### config.mk
export PLATFORM = sky130hd
export DESIGN_NAME = host_mem_arb
export DESIGN_NICKNAME = d
export VERILOG_FILES = /design/src/rtl/host_mem_arb.sv
export SDC_FILE = /design/constraint.sdc
export NUM_CORES = 1
export LEC_CHECK = 0
export ABC_AREA = 1
export CAP_MARGIN = 25
export CORE_AREA = 2 2 227 229
export DETAILED_ROUTE_END_ITERATION = 12
export DIE_AREA = 0 0 229 231
export SYNTH_ARGS = -nofsm -noshare
export SYNTH_HDL_FRONTEND = slang
export SYNTH_SLANG_ARGS = --single-unit
### constraint.sdc
create_clock -name i_clk -period 2.6 [get_ports i_clk]
set_input_delay 0.65 -clock i_clk [delete_from_list [all_inputs] [get_ports i_clk]]
set_output_delay 0.65 -clock i_clk [all_outputs]
set_load 0.03 [all_outputs]
### src/rtl/host_mem_arb.sv
// Round-robin arbiter: NUM_REQ requesters share one host-memory port, with burst lock, read-return routing and MSI-X doorbell snoop.
// Latency: 1-cycle arbitration bubble (IDLE) before each burst; mem_* and rsp_* are combinational from owner regs / inputs.
// Backpressure: i_mem_ready is forwarded only to the owner's o_req_ready; the owner keeps the lock until its last beat is accepted.
module host_mem_arb #(
    parameter int                  NUM_REQ   = 4,
    parameter int                  ADDR_W    = 64,
    parameter int                  DATA_W    = 32,
    parameter logic [ADDR_W-1:0]   MSIX_ADDR = 'h1,
    parameter logic [DATA_W-1:0]   MSIX_DATA = 'h12345678,
    localparam int                 IW        = $clog2(NUM_REQ)
) (
    input  logic                      i_clk,
    input  logic                      i_rst,
    input  logic [NUM_REQ-1:0]        i_req_valid,
    input  logic [NUM_REQ-1:0]        i_req_write,
    input  logic [NUM_REQ-1:0]        i_req_last,
    input  logic [NUM_REQ*ADDR_W-1:0] i_req_addr,
    input  logic [NUM_REQ*DATA_W-1:0] i_req_wdata,
    output logic [NUM_REQ-1:0]        o_req_ready,
    output logic                      o_mem_valid,
    input  logic                      i_mem_ready,
    output logic                      o_mem_write,
    output logic [ADDR_W-1:0]         o_mem_addr,
    output logic [DATA_W-1:0]         o_mem_wdata,
    output logic [IW-1:0]             o_mem_id,
    input  logic                      i_mem_rvalid,
    input  logic [IW-1:0]             i_mem_rid,
    input  logic [DATA_W-1:0]         i_mem_rdata,
    output logic [NUM_REQ-1:0]        o_rsp_valid,
    output logic [DATA_W-1:0]         o_rsp_data,
    input  logic                      i_msix_clr,
    output logic                      o_msix_intr,
    output logic [15:0]               o_msix_count
);

    typedef enum logic {ST_IDLE, ST_LOCKED} state_t;

    state_t              r_state;
    state_t              w_state_nxt;
    logic [IW-1:0]       r_owner;
    logic [IW-1:0]       r_rr_ptr;
    logic                r_msix_intr;
    logic [15:0]         r_msix_count;

    logic                w_any;
    logic [IW-1:0]       w_pick;
    logic [IW-1:0]       w_owner_inc;
    logic                w_own_valid;
    logic                w_own_write;
    logic                w_own_last;
    logic [ADDR_W-1:0]   w_own_addr;
    logic [DATA_W-1:0]   w_own_wdata;
    logic                w_beat_acc;
    logic                w_doorbell;

    // Round-robin pick: first valid requester at or above r_rr_ptr, wrapping; scan from the far end so the nearest wins.
    always_comb begin
        int idx;
        w_any  = 1'b0;
        w_pick = '0;
        for (int k = NUM_REQ - 1; k >= 0; k--) begin
            idx = (int'(r_rr_ptr) + k) % NUM_REQ;
            if (i_req_valid[idx[IW-1:0]]) begin
                w_any  = 1'b1;
                w_pick = idx[IW-1:0];
            end
        end
    end

    // Select the owner's beat fields.
    always_comb begin
        w_own_valid = 1'b0;
        w_own_write = 1'b0;
        w_own_last  = 1'b0;
        w_own_addr  = '0;
        w_own_wdata = '0;
        for (int i = 0; i < NUM_REQ; i++) begin
            if (r_owner == IW'(i)) begin
                w_own_valid = i_req_valid[i];
                w_own_write = i_req_write[i];
                w_own_last  = i_req_last[i];
                w_own_addr  = i_req_addr[i*ADDR_W +: ADDR_W];
                w_own_wdata = i_req_wdata[i*DATA_W +: DATA_W];
            end
        end
    end

    assign w_owner_inc = (r_owner == IW'(NUM_REQ - 1)) ? '0 : r_owner + IW'(1);

    // FSM next-state and memory-port outputs; nothing is presented while IDLE.
    always_comb begin
        w_state_nxt = r_state;
        o_req_ready = '0;
        o_mem_valid = 1'b0;
        o_mem_write = 1'b0;
        o_mem_addr  = '0;
        o_mem_wdata = '0;
        o_mem_id    = '0;
        case (r_state)
            ST_IDLE: begin
                if (w_any) begin
                    w_state_nxt = ST_LOCKED;
                end
            end
            ST_LOCKED: begin
                o_mem_valid = w_own_valid;
                o_mem_write = w_own_write;
                o_mem_addr  = w_own_addr;
                o_mem_wdata = w_own_wdata;
                o_mem_id    = r_owner;
                for (int i = 0; i < NUM_REQ; i++) begin
                    o_req_ready[i] = i_mem_ready && (r_owner == IW'(i));
                end
                if (w_own_valid && i_mem_ready && w_own_last) begin
                    w_state_nxt = ST_IDLE;
                end
            end
            default: w_state_nxt = ST_IDLE;
        endcase
    end

    assign w_beat_acc = o_mem_valid & i_mem_ready;
    assign w_doorbell = w_beat_acc & o_mem_write &
                        (o_mem_addr == MSIX_ADDR) & (o_mem_wdata == MSIX_DATA);

    // FSM state register.
    always_ff @(posedge i_clk) begin
        if (i_rst) r_state <= ST_IDLE;
        else       r_state <= w_state_nxt;
    end

    // Latch the winner on grant; advance the priority pointer past the owner when its burst ends.
    always_ff @(posedge i_clk) begin
        if (i_rst) begin
            r_owner  <= '0;
            r_rr_ptr <= '0;
        end else begin
            if (r_state == ST_IDLE && w_any) begin
                r_owner <= w_pick;
            end
            if (r_state == ST_LOCKED && w_beat_acc && w_own_last) begin
                r_rr_ptr <= w_owner_inc;
            end
        end
    end

    // MSI-X snoop: a doorbell sets the sticky flag (beating a simultaneous clear) and bumps the wrapping counter.
    always_ff @(posedge i_clk) begin
        if (i_rst) begin
            r_msix_intr  <= 1'b0;
            r_msix_count <= '0;
        end else begin
            if (w_doorbell)      r_msix_intr <= 1'b1;
            else if (i_msix_clr) r_msix_intr <= 1'b0;
            if (w_doorbell)      r_msix_count <= r_msix_count + 16'd1;
        end
    end

    // Route read returns by id; an id with no matching requester produces no rsp_valid.
    always_comb begin
        for (int i = 0; i < NUM_REQ; i++) begin
            o_rsp_valid[i] = i_mem_rvalid && (i_mem_rid == IW'(i));
        end
    end

    assign o_rsp_data   = i_mem_rdata;
    assign o_msix_intr  = r_msix_intr;
    assign o_msix_count = r_msix_count;

endmodule

---- Word level (Yosys, flattened, before mapping) ----
Cells that the tools add are included.
cells by class
  $add $sub $neg .......................... 5
  order comparisons ....................... 4
  equal/unequal tests ..................... 8
  multiplexer cells ....................... 48
  bitwise operators ....................... 5
  reductions and logical operators ........ 16
operators with widths
  operator                                                     number
  2-to-1 mux 64 bit                                            5
  2-to-1 mux 32 bit                                            5
  == test 64 x 1 -> 1 bit (second input constant)              1
  == test 32 x 29 -> 1 bit (second input constant)             1
  2-to-1 mux 1 bit                                             26
  adder 16 x 1 -> 16 bit (second input constant)               1
  logical AND 1 bit                                            13
  less-than comparator 2 x 3 -> 1 bit (second input constant)  4
  2-to-1 mux 2 bit                                             6
  binary-select mux 1 bit (select 2 bit)                       4
  == test 2 bit (second input constant)                        4
  adder 2 x 1 -> 2 bit (second input constant)                 2
  adder 2 bit (second input constant)                          2
  bitwise AND 1 bit                                            4
  == test 2 x 1 -> 1 bit (second input constant)               2
  logical NOT 2 bit                                            2
  2-to-1 mux 4 bit                                             1
  one-hot mux 1 bit (2 select lines)                           1
  nonzero test 2 bit                                           1
  NOT 1 bit                                                    1
word-level totals
  register bits after elaboration ......... 22
  input bits .............................. 435
  output and inout bits ................... 157
  logic and storage cells ................. 91

---- Longest topological paths before layout ----
Gate-level depths: netlist of the first run.
  depth after elaboration ................. 11
  gate-level depth with buffers ........... 21

---- Worst setup path after synthesis of the first run ----
OpenSTA, ideal clock, no wires.
  kind .................................... register to register
  start ................................... reg r_owner[1]
  end ..................................... reg r_msix_count[10], in the netlist o_msix_count[10]
  data arrival time ....................... 2541 ps
  path slack .............................. -69 ps
  cell stages (with the launch flop) ...... 18
  buffers on the path ..................... 3
  clock period less this slack ............ 2669 ps
  cells stage by stage .................... dfxtp_1 -> inv_1 -> ha_1 -> buf_4 -> buf_2 -> nand2_1 -> nand3_1 -> a21oi_1 -> nand2_1 -> nor2_1 -> nand2_1 -> nor2_1 -> nand2_2 -> nor2_8 -> buf_4 -> nand4_1 -> nand2_1 -> nor2_1
RTL lines
  item                            line  text
  from (decl)                     40    logic [IW-1:0] r_owner;
  from (signal assigned)          139   r_owner <= w_pick;
  logical NOT 2 bit               78    if (r_owner == IW'(i)) begin
  2-to-1 mux 32 bit (3 in a row)  78
  2-to-1 mux 32 bit (*)           78
  2-to-1 mux 32 bit (*)           99    case (r_state)
  via o_mem_wdata[21]             24    output logic [DATA_W-1:0] o_mem_wdata,
  == test 32 x 29 -> 1 bit (*)    124   (o_mem_addr == MSIX_ADDR) & (o_mem_wdata == MSIX_DATA);
  bitwise AND 1 bit (*)           124
  to (signal assigned)            155   if (w_doorbell) r_msix_count <= r_msix_count + 16'd1;
  to (decl)                       43    logic [15:0] r_msix_count;
The timed path passes the listed nets; every way through them passes the cells marked *.
A chain may end at the register's enable or synchronous reset.

---- Worst setup path after layout of the first run ----
  start ................................... reg r_owner[0]
  end ..................................... out o_mem_wdata[30]
on the way
  longest elaborated chain between the ends .. 6
RTL lines
  item                            line
  logical NOT 2 bit               78
  2-to-1 mux 32 bit (3 in a row)  78
  2-to-1 mux 32 bit (*)           78
  2-to-1 mux 32 bit (*)           99
  to (decl)                       24
Every way passes the cells marked *; elsewhere a longest branch is shown, timed or not.

==> results of run 1 <==
==> metal layers <==
metal	track usage, %	vias up
li1	-	6053
met1	25.7	5654
met2	38.8	615
met3	5.13	89
met4	4.89	4
met5	0	-
==> flip-flops by register name, indices dropped and copies added, names as in the netlist <==
name / count
o_msix_intr: 1
r_state: 1
o_msix_count: 16
r_rr_ptr: 2
r_owner: 2
==> through the flow <==
stage                     cell area, um2  TNS (ns)  worst slack, ns  std cells
after global routing               17900    -16.30           -0.316       2917
final                              17900     -7.13           -0.223       2918
after floorplan                     7040         0         0.000716       1534
after detailed placement           14500    -15.41           -0.564       2824
after global placement             14500    -16.02           -0.589       2824
after CTS                          16500     -9.41           -0.204       2887
==> synthesized netlist by cell type <==
cell,number,share of area (%)
nand4_1,16,1.4
o211ai_1,18,1.9
a21oi_1,112,8.0
buf_4,38,4.1
nor4_1,1,0.089
nor2_4,1,0.16
clkbuf_1,31,1.7
o21ai_1,3,0.21
o21ai_0,22,1.6
a211oi_1,1,0.11
xnor2_1,1,0.12
buf_2,32,2.3
nand2_1,598,32
inv_2,3,0.16
buf_1,7,0.37
o211ai_2,3,0.53
nor2_1,243,13
nor3_1,12,0.85
o31ai_1,1,0.11
buf_6,16,2.6
nand2_2,1,0.089
dfxtp_1,22,6.3
ha_1,5,0.89
buf_12,1,0.28
inv_4,1,0.089
or2_2,2,0.18
a21oi_2,6,0.75
nand3b_1,1,0.11
nor2_8,1,0.28
o21a_1,1,0.11
nand3_1,106,7.6
inv_1,223,12
clkinv_1,2,0.11
or2_1,3,0.27
==> final cells by class <==
cell class	instances	area (um2)	area share [%]
Timing Repair Buffer	823	9140	51.0
Antenna cell	1	2.50	0.0140
Clock inverter	1	30.0	0.168
Clock buffer	3	75.1	0.419
Multi-Input combinational cell	1159	6430	35.9
Sequential cell	22	448	2.50
Tap cell	680	851	4.75
Inverter	229	941	5.25
==> worst min path at each step <==
stage | slack (ns) | to | depth (start not counted) | start
after floorplan | 0.49 | r_owner[1]$_SDFFE_PP0P_ | 2 | r_owner[1]$_SDFFE_PP0P_
after global placement | 0.49 | o_msix_intr$_SDFFE_PP0P_ | 2 | o_msix_intr$_SDFFE_PP0P_
after detailed placement | 0.47 | o_msix_intr$_SDFFE_PP0P_ | 2 | o_msix_intr$_SDFFE_PP0P_
after CTS | 0.48 | o_msix_intr$_SDFFE_PP0P_ | 2 | o_msix_intr$_SDFFE_PP0P_
after global routing | 0.50 | o_msix_intr$_SDFFE_PP0P_ | 2 | o_msix_intr$_SDFFE_PP0P_
final | 0.49 | o_msix_intr$_SDFFE_PP0P_ | 2 | o_msix_intr$_SDFFE_PP0P_
==> what timing repair did <==
action                                  in CTS  in global routing
gates resized for setup                    354                329
pin swaps                                   72                152
cloned                                      10                  9
setup buffers                               52                 31
endpoints found under the setup margin     119                115
endpoints found under the hold margin        0                  0
==> report_power, final <==
part,switching (uW),internal (uW),total (uW)
Clock,139,306,445
Combinational,3380,2980,6360
Sequential,10.6,344,355
Total,3530,3630,7160
==> worst register-to-register path, stage by stage, from the launching register on <==
cell and delay [ns]:
dfxtp_4 0.36, buf_6 0.13, ha_4 0.20, inv_8 0.11, buf_12 0.14, buf_16 0.14
buf_12 0.15, nand3_4 0.09, a21oi_4 0.20, nand2_1 0.09, nor2_2 0.15, nand2_1 0.08
nor2_2 0.15, nand2_4 0.10, nor2_8 0.19, clkbuf_16 0.18, nand3_2 0.05, nand2_1 0.07
nand2_1 0.05, nor2_1 0.09
==> cell usage in the layout, fill, tap and decap left out, drive strengths merged, types with 3 or more instances in the layout <==
cell | synthesis | final
a21oi | 118 | 118
buf | 94 | 393
bufbuf | 0 | 3
clkbuf | 31 | 11
clkdlybuf4s50 | 0 | 419
clkinv | 2 | 3
dfxtp | 22 | 22
ha | 5 | 5
inv | 227 | 225
nand2 | 599 | 599
nand3 | 106 | 106
nand4 | 16 | 16
nor2 | 245 | 246
nor3 | 12 | 12
o211ai | 21 | 21
o21ai | 25 | 25
or2 | 5 | 5
==> cell families (layout without fill, tap and decap cells) <==
| group | Yosys count | in the layout | share of synthesized area, % |
|---|---|---|---|
| AND/OR/NAND/NOR | 985 | 986 | 55.9 |
| buffers and inverters | 354 | 1056 | 23.5 |
| AO/OA/AOI/OAI | 167 | 167 | 13.3 |
| flip-flops | 22 | 22 | 6.27 |
| adder cells (fa/ha/maj) | 5 | 5 | 0.890 |
| XOR/XNOR | 1 | 1 | 0.125 |
| other | 0 | 1 | 0 |
==> impl_metrics.toml, run 1 <==
[clocking]
cts_hold_buf = 0
clk_pin_slew_ns = 0.07
htree_levels = 1
cts_root_buffer = "clkbuf_16"
cts_tree = "done"
max-clock-path-buffers = 2
numCtsBuffers = 3
clk_latency_ns = 0.26
clock_sink_count = 22

[setup_path]
endpoint_kind = "primary output"
worstSetupStartpointType = "flop"
critical_path_depth = 13
crit_family = "buffers and inverters"
r2r-start = "r_owner[1]$_SDFFE_PP0P_"
cp_slowest_stage_delay_ns = 0.37
rr_worst_depth = 19
reg2reg_slack_ns = -0.18
path_class = "flop to primary output"
crit_chain = "buf_6 -> ha_4 -> clkinv_8 -> buf_16 -> buf_12 -> nand2_1 -> o211ai_4 -> nand2_2 -> nand2_4 -> buf_4 -> buf_6 -> inv_4 -> buf_12"
critPathMaxFanout = 8
critPathArrivalTime_ns = 2.17
r2r_end = "o_msix_count[11]$_SDFFE_PP0P_"
crit_end = "o_mem_wdata[30]"
cp.required_ns = 1.95
startpoint = "r_owner[0]$_SDFFE_PP0P_"
slowest_stage = "dfxtp_4"
critPathBufInv = 8

[worst_hold_path]
hold_path.class = "flop to flop"

[layout]
drive_gt1_share_pct = 35.2
area_growth_pct = 155
post-route-util_pct = 35.3
fillers = 5484
final_nets = 2678

[timing]
finalCriticalPeriod_ns = 2.82
max-slew-margin-rel_pct = 60.5
whs_ns = 0.492
final.setup.worst_slack_ns = -0.223
slew_viol_final = 0
finalCritPeriodShare_pct = 109
rsz0062_at_grt = "true"
hold_violations = 0
finalSetupViolations = 91
fmax_ghz = 0.354
tightest_slew_ns = 0.587
finClkSkew_ns = 0.0120

[detailed_routing]
wirelength_mm = 61.6
drtIter0Drc = 708
drc_errors = 0
dr.max_layer_used = "met5"
ant_nets = 0
firstDrtPassIters = 6
wl_per_cell_um = 21.1
wl_met2_mm = 30.3
wl_met3_mm = 4.83
post_drt_via_cell_ratio = 4.25
met1_length_mm = 24.7
vias = 12400

[power]
power_uw = 7160
leakage_uw = 0.00900
p_per_area_mw_per_mm2 = 399
vdd_drop_max_mv = 0.233

[run_status]
status = "finished, violations left"
failed_checks = "negative setup slack"

[floorplanning]
fp.dieArea_mm2 = 0.0529
rows = 83
ioPinCount = 592
core-area_mm2 = 0.0507
die_h_um = 231
start_util_pct = 13.9
die_x_um = 229

[global_route]
antenna_found_initial = 6
grt_max_degree = 34
grt_pass1_wl_mm = 82.9
grt_usage_pct = 21.5
gr-total-overflow = 0
first_global_vias = 12000

[job]
drv_cap = 0

[place]
hpwl_mm = 47.3
port_buffers = 527
gp_congestion = 1.01

[synthesis]
syn_nets = 1974
synth.distinct_cells = 34
synth-seq-area-share_pct = 6.27
synth_cells = 1534
avgSynthCellArea_um2 = 4.58
synth_area_mm2 = 0.00703
synth_seq_cells = 22
synth_warnings = 0
(Power assumes the default switching activity.)
==> run 2, diff against run 1 <==
- CTS_CLUSTER_DIAMETER: unset -> 30
- PLACE_DENSITY: unset -> 0.46
==> run 2 against run 1 <==
The flow still finishes with violations (negative setup slack); flip-flop and latch count unchanged; register-to-register slack lost 0.03 ns; die area unchanged; utilization fell by 0.19 points; clock-buffer cell count rose by 1; critical path depth unchanged; non-clock buffer count up 18; routed wire length decreased by 0.53%; sequential power hardly changed; first-iteration DRC count rose by 4.0%.
==> impl_metrics.toml, run 2 (synthesized netlist as in run 1, its figures left out) <==
[timing]
hold_violations = 0
finalCritPeriodShare_pct = 109
finalSetupViolations = 101
final.setup.worst_slack_ns = -0.229
finClkSkew_ns = 0.00341
max-slew-margin-rel_pct = 69.7
rsz0062_at_grt = "true"
finalCriticalPeriod_ns = 2.83
slew_viol_final = 0
whs_ns = 0.512
fmax_ghz = 0.353
fin_setup_tns_ns = -9.54
tightest_slew_ns = 0.454

[floorplanning]
ioPinCount = 592
rows = 83
start_util_pct = 13.9
die_h_um = 231
core-area_mm2 = 0.0507
die_x_um = 229
fp.dieArea_mm2 = 0.0529

[worst_hold_path]
hp-start = "o_msix_intr$_SDFFE_PP0P_"
hold_path.class = "flop to flop"

[clocking]
numCtsBuffers = 3
cts_tree = "done"
clk_latency_ns = 0.25
max-clock-path-buffers = 2
clk_pin_slew_ns = 0.06
cts_hold_buf = 0
cts_root_buffer = "clkbuf_16"
clock_sink_count = 22
htree_levels = 1

[power]
power_uw = 6960
p_per_area_mw_per_mm2 = 391
leakage_uw = 0.00903
vdd_drop_max_mv = 0.164

[detailed_routing]
drc_errors = 0
wl_per_cell_um = 20.9
ant_nets = 0
firstDrtPassIters = 5
post_drt_via_cell_ratio = 4.25
drtIter0Drc = 736
wirelength_mm = 61.2
vias = 12500

[global_route]
gr-total-overflow = 0
grt_pass1_wl_mm = 85.1
first_global_vias = 12600
grt_usage_pct = 21.7
antenna_found_initial = 7
grt_max_degree = 46

[layout]
stdcell_count = 2936
final_nets = 2695
post-route-util_pct = 35.2
area_growth_pct = 154
largest_reg_flops = 16
final_common_cell = "nand2_1"
fillers = 5576
final_cell_mix = "462 x nand2_1, 419 x clkdlybuf4s50_1, 210 x nor2_1, 198 x buf_4, 180 x inv_1"
drive_gt1_share_pct = 33.2

[setup_path]
critPathArrivalTime_ns = 2.18
r2r-start = "r_owner[0]$_SDFFE_PP0P_"
path_class = "flop to primary output"
startpoint = "r_owner[0]$_SDFFE_PP0P_"
worstSetupStartpointType = "flop"
endpoint_kind = "primary output"
critPathMaxFanout = 15
cp.required_ns = 1.95

[place]
gp_congestion = 0.984
placed_cells = 2834
hpwl_mm = 48.6
port_buffers = 527

[run_status]
status = "finished, violations left"
failed_checks = "negative setup slack"

[job]
drv_cap = 0
-- run 2: cell types whose count changed in the layout (fill, tap and decap cells not counted), sizes merged --
cell and change:
clkinv -1, nor2 -1, clkinvlp -1, bufinv -1, inv +2, diode +1
buf +19
-- run 2: report_power, final --
group	switching (uW)	total [uW]	internal, uW
sequential	9.71	354	345
clock	126	361	235
combinational	3260	6250	2990
-- run 2: timing repair --
action / in CTS / in global routing
gates cloned: 11 / 8
endpoints found under the hold margin: 0 / 0
buffers inserted: 64 / 25
setup endpoints to repair: 118 / 115
pin swaps: 85 / 97
gates resized for setup: 379 / 187
-- run 2: worst max-delay path, stage by stage (launching register included) --
cell	delay, ns
dfxtp_2	0.34
inv_2	0.10
ha_4	0.19
buf_12	0.16
bufbuf_16	0.31
nand2_1	0.06
nand2_1	0.05
nand3_1	0.06
nand2_1	0.08
nand2_2	0.10
buf_4	0.14
buf_4	0.11
inv_1	0.08
buf_12	0.13
-- run 2: layout make-up --
cell class | instances | area (um2) | share of cell area [%]
Inverter | 229 | 926 | 5.20
Timing Repair Buffer | 841 | 9290 | 52.1
Clock buffer | 4 | 88.8 | 0.499
Sequential cell | 22 | 443 | 2.49
Antenna cell | 2 | 5.00 | 0.0281
Tap cell | 680 | 851 | 4.77
Multi-Input combinational cell | 1158 | 6220 | 34.9
-- run 2: path summary, 6_finish.rpt --
kind                                   endpoint  slack (ns)  cells after the start
setup reg to reg  o_msix_count[10]$_SDFFE_PP0P_       -0.21                     20
setup / recovery                 o_mem_addr[24]       -0.23                     13
hold / removal         o_msix_intr$_SDFFE_PP0P_        0.51                      2
hold reg to reg        o_msix_intr$_SDFFE_PP0P_        0.51                      2
-- run 2: metal layers --
metal  routed length [um]  share of wire (%)  up-vias  track usage [%]
li1                     -                  -     6077                -
met1                25200                 41     5775             26.2
met2                30500                 50      554             39.8
met3                 4480                7.3       69             4.58
met4                 1010                1.6        4             3.37
met5                   30              0.049        -                0
-- run 2: metrics by stage --
stage | area, um2 | worst slack (ns)
after floorplan | 7040 | 0.000716
after global placement | 14600 | -0.779
after detailed placement | 14600 | -0.729
after CTS | 16800 | -0.227
after global routing | 17800 | -0.345
final | 17800 | -0.229
==> run 3, diff against run 2 <==
- CTS_CLUSTER_DIAMETER: 30 -> 60
- GPL_ROUTABILITY_DRIVEN: unset -> 0
- SLEW_MARGIN: unset -> 20
==> run 3 against run 2 <==
Highest routed layer unchanged; worst hold slack gained 0.027 ns; the flow still finishes with violations (negative setup slack); largest power group unchanged; flip-flop and latch count is the same; clock power is essentially flat.
==> impl_metrics.toml, run 3 (synthesized netlist as in run 1, its figures left out) <==
[power]
power_uw = 7120
vdd_drop_max_mv = 0.194
leakage_uw = 0.00904
p_per_area_mw_per_mm2 = 396

[clocking]
clock_sink_count = 22
cts_tree = "done"
cts_root_buffer = "clkbuf_16"
numCtsBuffers = 3
clk_pin_slew_ns = 0.06
max-clock-path-buffers = 2
htree_levels = 1
cts_hold_buf = 0
clk_latency_ns = 0.25

[place]
hpwl_mm = 48.0
port_buffers = 527

[timing]
finalCriticalPeriod_ns = 2.89
finClkSkew_ns = 0.00179
fmax_ghz = 0.346
tightest_slew_ns = 0.482
slew_viol_final = 0
finalSetupViolations = 104
fin_setup_tns_ns = -15.39
finalCritPeriodShare_pct = 111
max-slew-margin-rel_pct = 67.6
rsz0062_at_grt = "true"
hold_violations = 0
final.setup.worst_slack_ns = -0.287

[global_route]
antenna_found_initial = 4
gr-total-overflow = 0
first_global_vias = 12900
grt_usage_pct = 22.0
grt_pass1_wl_mm = 86.3
grt_max_degree = 46

[setup_path]
worstSetupStartpointType = "flop"
path_class = "flop to primary output"
endpoint_kind = "primary output"
critPathArrivalTime_ns = 2.24
cp.required_ns = 1.95
critPathMaxFanout = 6

[detailed_routing]
wirelength_mm = 61.9
post_drt_via_cell_ratio = 4.28
drc_errors = 0
drtIter0Drc = 687
vias = 12600
firstDrtPassIters = 5
wl_per_cell_um = 21.1
ant_nets = 0

[worst_hold_path]
hold_path.class = "flop to flop"

[run_status]
status = "finished, violations left"
failed_checks = "negative setup slack"

[layout]
drive_gt1_share_pct = 37.0
largest_reg_flops = 16
post-route-util_pct = 35.5
final_nets = 2699
seqCellArea_um2 = 443
multi_input_area_mm2 = 0.00638
final_cell_mix = "419 x clkdlybuf4s50_1, 401 x nand2_1, 213 x nor2_1, 173 x buf_4, 153 x inv_1"
fillers = 5552
antenna_cells = 0
final_common_cell = "clkdlybuf4s50_1"
area_growth_pct = 156

[floorplanning]
start_util_pct = 13.9
fp.dieArea_mm2 = 0.0529
rows = 83
die_h_um = 231
ioPinCount = 592
core-area_mm2 = 0.0507
die_x_um = 229

[job]
drv_cap = 0
run 3: cell count changes in the layout (fill, tap and decap cells not counted), moves of 24 or more:
cell / before / now
nand2_1: 462 / 401
nand2_2: 105 / 148
buf_6: 115 / 151
a21oi_1: 64 / 95
nand3_1: 75 / 46
inv_1: 180 / 153
buf_4: 198 / 173
nand3_2: 28 / 52
run 3: final cells by class:
cell class	instances	area share, %
timing repair buffer	843	51.4
inverter	229	5.26
tap	680	4.73
timing repair inverter	2	0.174
clock buffer	4	0.494
sequential	22	2.46
multi-input combinational	1158	35.5
run 3: path summary, 6_finish.rpt:
kind	slack, ns	end	startpoint	depth (start not counted)
setup / recovery	-0.29	o_mem_addr[11]	r_owner[0]$_SDFFE_PP0P_	14
hold reg to reg	0.54	o_msix_count[15]$_SDFFE_PP0P_	o_msix_count[15]$_SDFFE_PP0P_	4
setup reg to reg	-0.28	o_msix_count[14]$_SDFFE_PP0P_	r_owner[0]$_SDFFE_PP0P_	19
hold / removal	0.54	o_msix_count[15]$_SDFFE_PP0P_	o_msix_count[15]$_SDFFE_PP0P_	4
run 3: worst max-delay path: stages, from the launching register on:
cell and delay [ns]:
dfxtp_2 0.35, buf_6 0.13, ha_4 0.25, clkinv_8 0.12, buf_12 0.16, buf_12 0.13
buf_16 0.16, buf_6 0.13, nand2_4 0.05, nand3_2 0.06, nand2_2 0.08, nand2_4 0.06
buf_6 0.12, inv_2 0.04, buf_6 0.12
run 3: repair_timing:
action	in CTS	in global routing
cloned	14	2
setup buffers	67	24
gates resized for setup	506	187
setup endpoints to repair	116	118
pin swaps	105	83
run 3: metal layers:
| layer | vias to the layer above | global-route usage [%] | routed length (um) |
|---|---|---|---|
| met5 | - | 0 | 12 |
| met3 | 96 | 4.27 | 4340 |
| met4 | 2 | 4.16 | 1610 |
| li1 | 6080 | - | - |
| met1 | 5816 | 27.1 | 25700 |
| met2 | 594 | 39.8 | 30200 |
run 3: power by group:
group	switching (uW)	internal, uW	total [uW]
sequential	8.61	345	353
combinational	3380	3040	6410
clock	123	235	358
run 3: through the flow:
step	cell area [um2]	worst slack (ns)	std cells	hold slack (ns)
2_1_floorplan	7040	0.000716	1534	0.489
3_5_place_dp	14600	-0.714	2844	0.522
6_report	18000	-0.287	2938	0.539
4_1_cts	17200	-0.272	2925	0.536
5_1_grt	18000	-0.421	2938	0.562
3_3_place_gp	14600	-0.776	2844	0.520
